**config.mk**
```make
export PLATFORM = sky130hd
export DESIGN_NAME = tsn_tx_gate_scheduler
export DESIGN_NICKNAME = d
export VERILOG_FILES = /design/src/rtl/tsn_tx_gate_scheduler.sv
export SDC_FILE = /design/constraint.sdc
export NUM_CORES = 1
export LEC_CHECK = 0
export ABC_AREA = 1
export CAP_MARGIN = 20
export CORE_UTILIZATION = 57
export DETAILED_ROUTE_END_ITERATION = 10
export GPL_ROUTABILITY_DRIVEN = 0
export GPL_TIMING_DRIVEN = 1
export PLACE_DENSITY = 0.81
export SLEW_MARGIN = 20
export SYNTH_ARGS = -nofsm -noshare
export SYNTH_HDL_FRONTEND = slang
export SYNTH_SLANG_ARGS = --single-unit
```
**constraint.sdc**
```tcl
create_clock -name clk -period 16.8 [get_ports clk]
set_input_delay 1.68 -clock clk [delete_from_list [all_inputs] [get_ports clk]]
set_output_delay 1.68 -clock clk [all_outputs]
set_load 0.01 [all_outputs]
```
**src/rtl/tsn_tx_gate_scheduler.sv**
```systemverilog
// rtl/tsn_tx_gate_scheduler.sv - time-aware strict-priority TX scheduler with gate control list
module tsn_tx_gate_scheduler #(
  parameter int DEPTH = 16,
  parameter int IFG   = 12,
  parameter int LEN_W = 16
) (
  input  logic                     clk,
  input  logic                     rst_n,
  input  logic [7:0]               q_valid,
  input  logic [8*LEN_W-1:0]       q_len,
  input  logic [63:0]              q_data,
  input  logic [7:0]               q_last,
  output logic [7:0]               q_rd,
  input  logic                     gcl_en,
  input  logic [$clog2(DEPTH):0]   gcl_len,
  input  logic                     gcl_wr_en,
  input  logic [$clog2(DEPTH)-1:0] gcl_wr_addr,
  input  logic [7:0]               gcl_wr_gate,
  input  logic [LEN_W-1:0]         gcl_wr_interval,
  output logic                     m_mac_tx_en,
  output logic [7:0]               m_mac_tx_d,
  output logic [7:0]               m_gate_state
);

  localparam int AW   = $clog2(DEPTH);
  localparam int GW   = AW + 1;
  localparam int GAPW = $clog2(IFG + 1);

  typedef enum logic [1:0] {S_IDLE, S_TX, S_GAP} state_t;

  logic [7:0]       gate_mem [DEPTH];
  logic [LEN_W-1:0] intv_mem [DEPTH];

  logic [AW-1:0]    ptr;
  logic [LEN_W-1:0] cnt;
  logic             run;
  logic [LEN_W-1:0] cur_int;
  logic [LEN_W-1:0] remaining;
  logic [7:0]       eff_gate;
  logic [7:0]       elig;
  logic [2:0]       hi;

  state_t           state, state_d;
  logic [2:0]       sel, sel_d;
  logic [GAPW-1:0]  gap_cnt, gap_d;
  logic [7:0]       rd_vec;
  logic [2:0]       rd_idx;

  always_ff @(posedge clk or negedge rst_n) begin
    if (!rst_n) begin
      for (int i = 0; i < DEPTH; i++) begin
        gate_mem[i] <= 8'hFF;
        intv_mem[i] <= LEN_W'(1);
      end
    end else if (gcl_wr_en) begin
      gate_mem[gcl_wr_addr] <= gcl_wr_gate;
      intv_mem[gcl_wr_addr] <= gcl_wr_interval;
    end
  end

  assign run       = gcl_en && (gcl_len != '0);
  assign cur_int   = (intv_mem[ptr] == '0) ? LEN_W'(1) : intv_mem[ptr];
  assign remaining = cur_int - cnt;
  assign eff_gate  = run ? gate_mem[ptr] : 8'hFF;

  // ptr/cnt sit at 0 whenever the cycle is stopped, so a rising gcl_en restarts at entry 0.
  always_ff @(posedge clk or negedge rst_n) begin
    if (!rst_n) begin
      ptr <= '0;
      cnt <= '0;
    end else if (!run) begin
      ptr <= '0;
      cnt <= '0;
    end else if (cnt == cur_int - LEN_W'(1)) begin
      cnt <= '0;
      ptr <= ({1'b0, ptr} >= gcl_len - GW'(1)) ? '0 : ptr + AW'(1);
    end else begin
      cnt <= cnt + LEN_W'(1);
    end
  end

  always_comb begin
    elig = '0;
    hi   = '0;
    for (int i = 0; i < 8; i++) begin
      elig[i] = q_valid[i] && eff_gate[i] &&
                (!run || (q_len[i*LEN_W +: LEN_W] <= remaining));
      if (elig[i]) hi = 3'(i);
    end
  end

  always_ff @(posedge clk or negedge rst_n) begin
    if (!rst_n) begin
      state   <= S_IDLE;
      sel     <= '0;
      gap_cnt <= '0;
    end else begin
      state   <= state_d;
      sel     <= sel_d;
      gap_cnt <= gap_d;
    end
  end

  always_comb begin
    state_d = state;
    sel_d   = sel;
    gap_d   = gap_cnt;
    rd_vec  = '0;
    rd_idx  = sel;
    case (state)
      S_IDLE: begin
        if (elig != '0) begin
          rd_vec[hi] = 1'b1;
          rd_idx     = hi;
          sel_d      = hi;
          gap_d      = '0;
          state_d    = q_last[hi] ? S_GAP : S_TX;
        end
      end
      S_TX: begin
        rd_vec[sel] = 1'b1;
        if (q_last[sel]) begin
          gap_d   = '0;
          state_d = S_GAP;
        end
      end
      S_GAP: begin
        if (gap_cnt == GAPW'(IFG - 1)) state_d = S_IDLE;
        else                           gap_d   = gap_cnt + GAPW'(1);
      end
      default: state_d = S_IDLE;
    endcase
  end

  // No pops may escape while reset is held, even though IDLE could see an eligible class.
  assign q_rd = rst_n ? rd_vec : 8'h00;

  always_ff @(posedge clk or negedge rst_n) begin
    if (!rst_n) begin
      m_mac_tx_en  <= 1'b0;
      m_mac_tx_d   <= 8'h00;
      m_gate_state <= 8'hFF;
    end else begin
      m_mac_tx_en  <= (rd_vec != '0);
      m_mac_tx_d   <= (rd_vec != '0) ? q_data[{rd_idx, 3'b000} +: 8] : 8'h00;
      m_gate_state <= eff_gate;
    end
  end

endmodule
```
### Word level (Yosys, flattened, before mapping)

Cells that the tools add are included.

* bits in registers: 430
* logic and storage cells: 160

* shifts and indexed selects: 1
* mux-type cells: 49
* eq/ne operators: 9
* add/subtract/negate cells: 6
* order comparisons: 16
* bitwise operators: 2
* reduce and logical (&&, ||, !) cells: 37

Operator list (count)
* bitwise mux 256 bit: 1
* bitwise mux 128 bit: 1
* <= comparator 16 bit: 8
* 2-to-1 mux 16 bit: 6
* binary-select mux 16 bit (select 4 bit): 1
* demux 16 bit (select 4 bit): 1
* variable part select 64 x 7 -> 8 bit: 1
* 2-to-1 mux 8 bit: 7
* binary-select mux 8 bit (select 4 bit): 1
* demux 8 bit (select 4 bit): 1
* 2-to-1 mux 3 bit: 8
* 2-to-1 mux 4 bit: 6
* logical AND 1 bit: 20
* adder 16 x 1 -> 16 bit (second input constant): 1
* equality test 16 bit: 1
* logical NOT 16 bit: 1
* case mux 8 bit (2 select lines): 1
* nonzero test 8 bit: 2
* subtractor 16 x 1 -> 16 bit (second input constant): 1
* subtractor 16 bit: 1
* case mux 4 bit (3 select lines): 1
* greater-or-equal comparator 5 bit (second input constant): 2
* NOT 4 -> 5 bit: 2
* adder 4 x 1 -> 4 bit (second input constant): 2
* 22 further kinds: 43

### Depth between registers and ports, before layout

* word-level depth: 25
* mapped depth: 54

### Worst setup path after synthesis

OpenSTA, ideal clock, no wires.

* path kind: register to output
* start: register ptr[0]
* end: output q_rd[2]
* cell stages (with the launch flop): 47
* arrival time: 5.891 ns
* buffers on the path: 3
* path slack: 9.229 ns
* required time: 15.120 ns
* cell sequence: dfrtp_1 > buf_4 > buf_6 > buf_2 > o21ai_0 > o22ai_1 > o21ai_0 > nand2_1 > nor4_1 > nand4_1 > and2_1 > ha_1 > nor2_1 > a211oi_1 > o21ai_0 > nand2_1 > nor2_1 > nor3_1 > [... 11 more ...] > inv_1 > nand3_1 > nor2_1 > nand4_1 > nor2_1 > nor2_1 > nand2_1 > nand2_1 > nand2_1 > nand2_2 > inv_2 > nand2_1 > nand2_2 > nand2_4 > nand2_1 > nor2_1 > nor2_1 > nor2_1

* word-level cells in the longest chain between the ends: 24
* elaborated cells between the ends (all ways): 59
* those cells by class: add/sub: 1; order compare: 10; mux: 20; bitwise: 1; reduce/logical: 27

RTL lines
* from (decl): line 34 `logic [AW-1:0] ptr;`
* from (signal assigned): line 76 `ptr <= ({1'b0, ptr} >= gcl_len - GW'(1)) ? '0 : ptr + AW'(1);`
* NOT 4 -> 5 bit (not written as such) (*): line 62, 64
* binary-select mux 16 bit (select 4 bit): line 62 `assign cur_int = (intv_mem[ptr] == '0) ? LEN_W'(1) : intv_mem[ptr];`
* 2-to-1 mux 16 bit (not written as such) (2 in series): line 62
* logical NOT 16 bit: line 62
* 2-to-1 mux 16 bit: line 62
* subtractor 16 bit: line 63 `assign remaining = cur_int - cnt;`
* <= comparator 16 bit: line 87 `(!run || (q_len[i*LEN_W +: LEN_W] <= remaining));`
* logical OR 1 bit: line 87
* [... 2 more ...]
* 2-to-1 mux 3 bit (6 in series): line 88 `if (elig[i]) hi = 3'(i);`
* < comparator 3 x 4 -> 1 bit (not written as such) or greater-or-equal comparator 3 x 1 -> 1 bit (tied branches): line 113 `rd_vec[hi] = 1'b1;`
* logical AND 1 bit (not written as such): line 113
* 2-to-1 mux 1 bit (not written as such): line 113
* demux 1 bit (select 3 bit): line 113
* 2-to-1 mux 8 bit (*): line 112 `if (elig != '0) begin`
* case mux 8 bit (2 select lines) (*): line 110 `case (state)`
* 2-to-1 mux 8 bit (*): line 136 `assign q_rd = rst_n ? rd_vec : 8'h00;`
* to (decl): line 13 `output logic [7:0] q_rd,`

Every way passes the cells marked *; elsewhere a longest branch is shown, timed or not. The select of a mux whose other input is x is not followed.

### Worst setup path in the final report

Same ends and word-level chain as after synthesis.

==> impl_metrics.yaml <==
drt:
  dr.pass1.iters: 6
  drc_errors: 0
  finalWirelength_um: 76390
  vias_per_cell: 5.956
  postRouteAntennaNets: 0
  detail_route.wl_per_cell_um: 19.19
  vias: 23710
  initialDrtViolationCount: 2393
pwr:
  p_leak_uw: 0.01330
  p_total_uw: 4439
  peakVddDrop_mv: 0.07905
  seqPwrFrac_pct: 32.5
  swShare_pct: 41.00
  internal_power_uw: 2619
  pwr-share-comb_pct: 45.5
  power_frac_clock_pct: 22.0
  power.density_mw_per_mm2: 151.5
  switchingPower_uw: 1820
clock_tree:
  cts_tree: "built"
  cts_buffers: 43
  insertion_delay_ns: 0.56
  hold_buffers: 0
  clkTransAtPathRegs_ns: 0.07
  cts_setup_buffers: 0
  root_buffer: "clkbuf_16"
  clock-sinks: 430
  cts_max_path_buffers: 3
  h-tree-depth: 2
  cts_resized: 0
sta:
  fmax_mhz: 84.25
  max_slew_margin_pct: 23.38
  skew_ns: 0.01359
  report.final.slew_viol_count: 0
  setup_viol: 0
  tightest_slew_ns: 1.141
  min_period_over_period_pct: 70.65
  timing.setup.tns_ns: 0
  rsz0062_at_grt: "false"
  fin_crit_ns: 11.87
  timing.final.hold_violations: 0
cells_and_area:
  layout-drive-gt1-share_pct: 9.131
  area_growth_pct: 17.98
  nets: 3753
setup_path:
  critPathArrivalTime_ns: 10.19
  crit_path_max_fanout: 94
  reg2reg_slack_ns: 6.28
  cpPeakStageDelay_ns: 0.88
  worst_setup_path_end_kind: "output port"
  cpMaxStageDelayCell: "buf_4"
  cp_common_cell: "nor2_1"
  worstRegToRegCells: 49
  critPathKind: "register to output port"
  crit_path_start_kind: "register"
  r2r_end: "m_mac_tx_d[5]$_DFF_PN0_"
  worstPathRequired_ns: 15.12
  reg2reg_from: "ptr[0]$_DFFE_PN0P_"
min_path:
  min_delay_path_depth: 2
  whs_endpoint: "intv_mem[127]$_DFFE_PN0P_"
  holdCritStartpoint: "intv_mem[127]$_DFFE_PN0P_"
  worstHoldPathType: "register to register"
synthesis:
  yosysTopAreaCellShare_pct: 28.01
  yosys_register_bits: 430
  syn_area_sq_mm: 0.02483
  synth-edff-count: 0
  synth.distinct_cells: 50
  seq_area_frac_synth_pct: 44.10
  synth-async-reset-ratio_pct: 100.0
  ys.flop_type: "dfrtp_1"
  synth_nets: 3595
  synth_top_cell_by_area: "dfrtp_1"
  synth_warnings: 0
  synth_area_leaders: "dfrtp_1 (28%), dfstp_2 (16%), nand2_1 (11%), o21ai_0 (9.8%), ha_1 (7.3%)"
  netlist_instances: 3204
  avgSynthCellArea_sq_um: 7.751
place:
  io_buffers: 269
  hpwlAfterDp_um: 49870
global_routing:
  grt_max_degree: 95
  antenna_found_initial: 1
  grt_pass1_wl_um: 120700
  gr-total-overflow: 0
  grt_pass1_vias: 23180
  grt_use_total_pct: 34.44
floorplan:
  pin_count: 270
  die_y_um: 210.7
  die_w_um: 210.7
  start_util_pct: 57.78
  row_count: 76
  die_area_sq_mm: 0.04441
  core-area_sq_mm: 0.04298
job:
  maxCapViolCount: 0
outcome:
  outcome: "complete, no violations"
routing by layer:
| layer | up-vias | global-route usage [%] | wire [um] |
|---|---|---|---|
| met5 | - | 0 | 0 |
| met4 | 0 | 18.59 | 4294 |
| met3 | 274 | 6.676 | 7635 |
| met2 | 1283 | 55.21 | 34550 |
| met1 | 11210 | 44.19 | 29900 |
| li1 | 10940 | - | - |
power by group through the flow:
stage / combinational, uW / clock (uW) / sequential, uW
finish: 2020 / 977 / 1440
global route: 2280 / 1030 / 1470
CTS: 1990 / 987 / 1440
detailed placement: 1970 / 0 / 1450
global placement: 1870 / 0 / 1440
floorplan: 1420 / 0 / 1410
layout by cell type (no fill, tap or decap), types with 7 or more instances in the layout:
master / synthesis / layout
dfrtp_1: 278 / 276
o21bai_1: 20 / 20
nor3_1: 24 / 24
buf_4: 7 / 31
o2111ai_1: 11 / 11
nand2_2: 15 / 15
inv_1: 278 / 278
nand3b_1: 17 / 17
xor2_1: 34 / 34
a311oi_1: 10 / 10
o22ai_1: 21 / 21
o221ai_1: 11 / 11
ha_1: 145 / 145
clkbuf_16: 0 / 45
o21ai_0: 488 / 488
clkbuf_8: 0 / 7
a221oi_1: 7 / 7
nand3_1: 184 / 178
dfstp_2: 152 / 152
o211ai_1: 9 / 9
nand3_2: 2 / 7
nand2_1: 700 / 700
a21oi_1: 204 / 204
clkdlybuf4s50_1: 0 / 268
o21ai_1: 9 / 9
clkinv_2: 1 / 13
nand4_1: 34 / 34
xnor2_1: 12 / 11
nor2_1: 309 / 303
critical path: cells and delay by family, from the launching register on:
family | cells | cell delay (ns)
flops | 1 | 0.72
buf+inv | 6 | 2.32
simple gates | 30 | 3.42
xor+xnor | 1 | 0.60
compound gates | 10 | 1.89
fa+ha+maj | 2 | 0.60
kinds of logic after synthesis:
family,count (synthesis),synth area share (%)
simple gates,1298,21.80
compound gates,806,17.47
flops,430,44.10
fa+ha+maj,146,7.386
buf+inv,478,7.633
xor+xnor,46,1.622
state kept, by name, summed over array words and instances (netlist names):
signal / cells
sel: 3
ptr: 4
state: 2
m_gate_state: 8
m_mac_tx_d: 8
gate_mem: 128
intv_mem: 256
m_mac_tx_en: 1
cnt: 16
gap_cnt: 4
Yosys cell counts (all sizes together), types with 5 or more instances:
cell	n
a221oi	7
nand3b	17
a21oi	204
ha	145
xnor2	12
o21ai	499
o22ai	21
inv	285
o211ai	9
nor4	5
dfstp	152
buf	59
nor3	24
dfrtp	278
nand3	187
o21bai	20
xor2	34
nor2	310
o2111ai	11
a21o	6
a311oi	10
o221ai	11
nand2	718
nand4	34
clkbuf	132
how the worst max path moves through the flow:
stage	slack, ns	to	startpoint	cells after the start
2_1_floorplan	9.23	q_rd[2]	ptr[0]$_DFFE_PN0P_	46
3_3_place_gp	6.23	q_rd[2]	ptr[0]$_DFFE_PN0P_	49
3_5_place_dp	5.81	q_rd[2]	ptr[0]$_DFFE_PN0P_	49
4_1_cts	5.20	q_rd[3]	ptr[0]$_DFFE_PN0P_	49
5_1_grt	4.17	q_rd[0]	ptr[0]$_DFFE_PN0P_	48
6_report	4.93	q_rd[2]	ptr[0]$_DFFE_PN0P_	49
final cells by class:
class	count	area, sq um
Multi-Input combinational cell	2296	12080
Timing Repair Buffer	304	3008
Inverter	287	1084
Sequential cell	430	10960
Clock buffer	57	1241
Tap cell	585	732.0
Antenna cell	1	2.502
Clock inverter	21	198.9
Fill cell	3437	13680
through the flow:
step	hold WS (ns)	util (%)	setup WS (ns)	std cells	area [sq um]
after global placement	0.4604	64.63	6.229	3900	27780
after global routing	0.4975	68.16	4.169	3980	29300
final	0.4826	68.17	4.931	3981	29300
after CTS	0.4829	68.13	5.201	3980	29280
after floorplan	0.4455	-	9.229	3204	24830
after detailed placement	0.4679	64.78	5.809	3902	27840
Note: power is estimated with default switching activity, not from simulation.
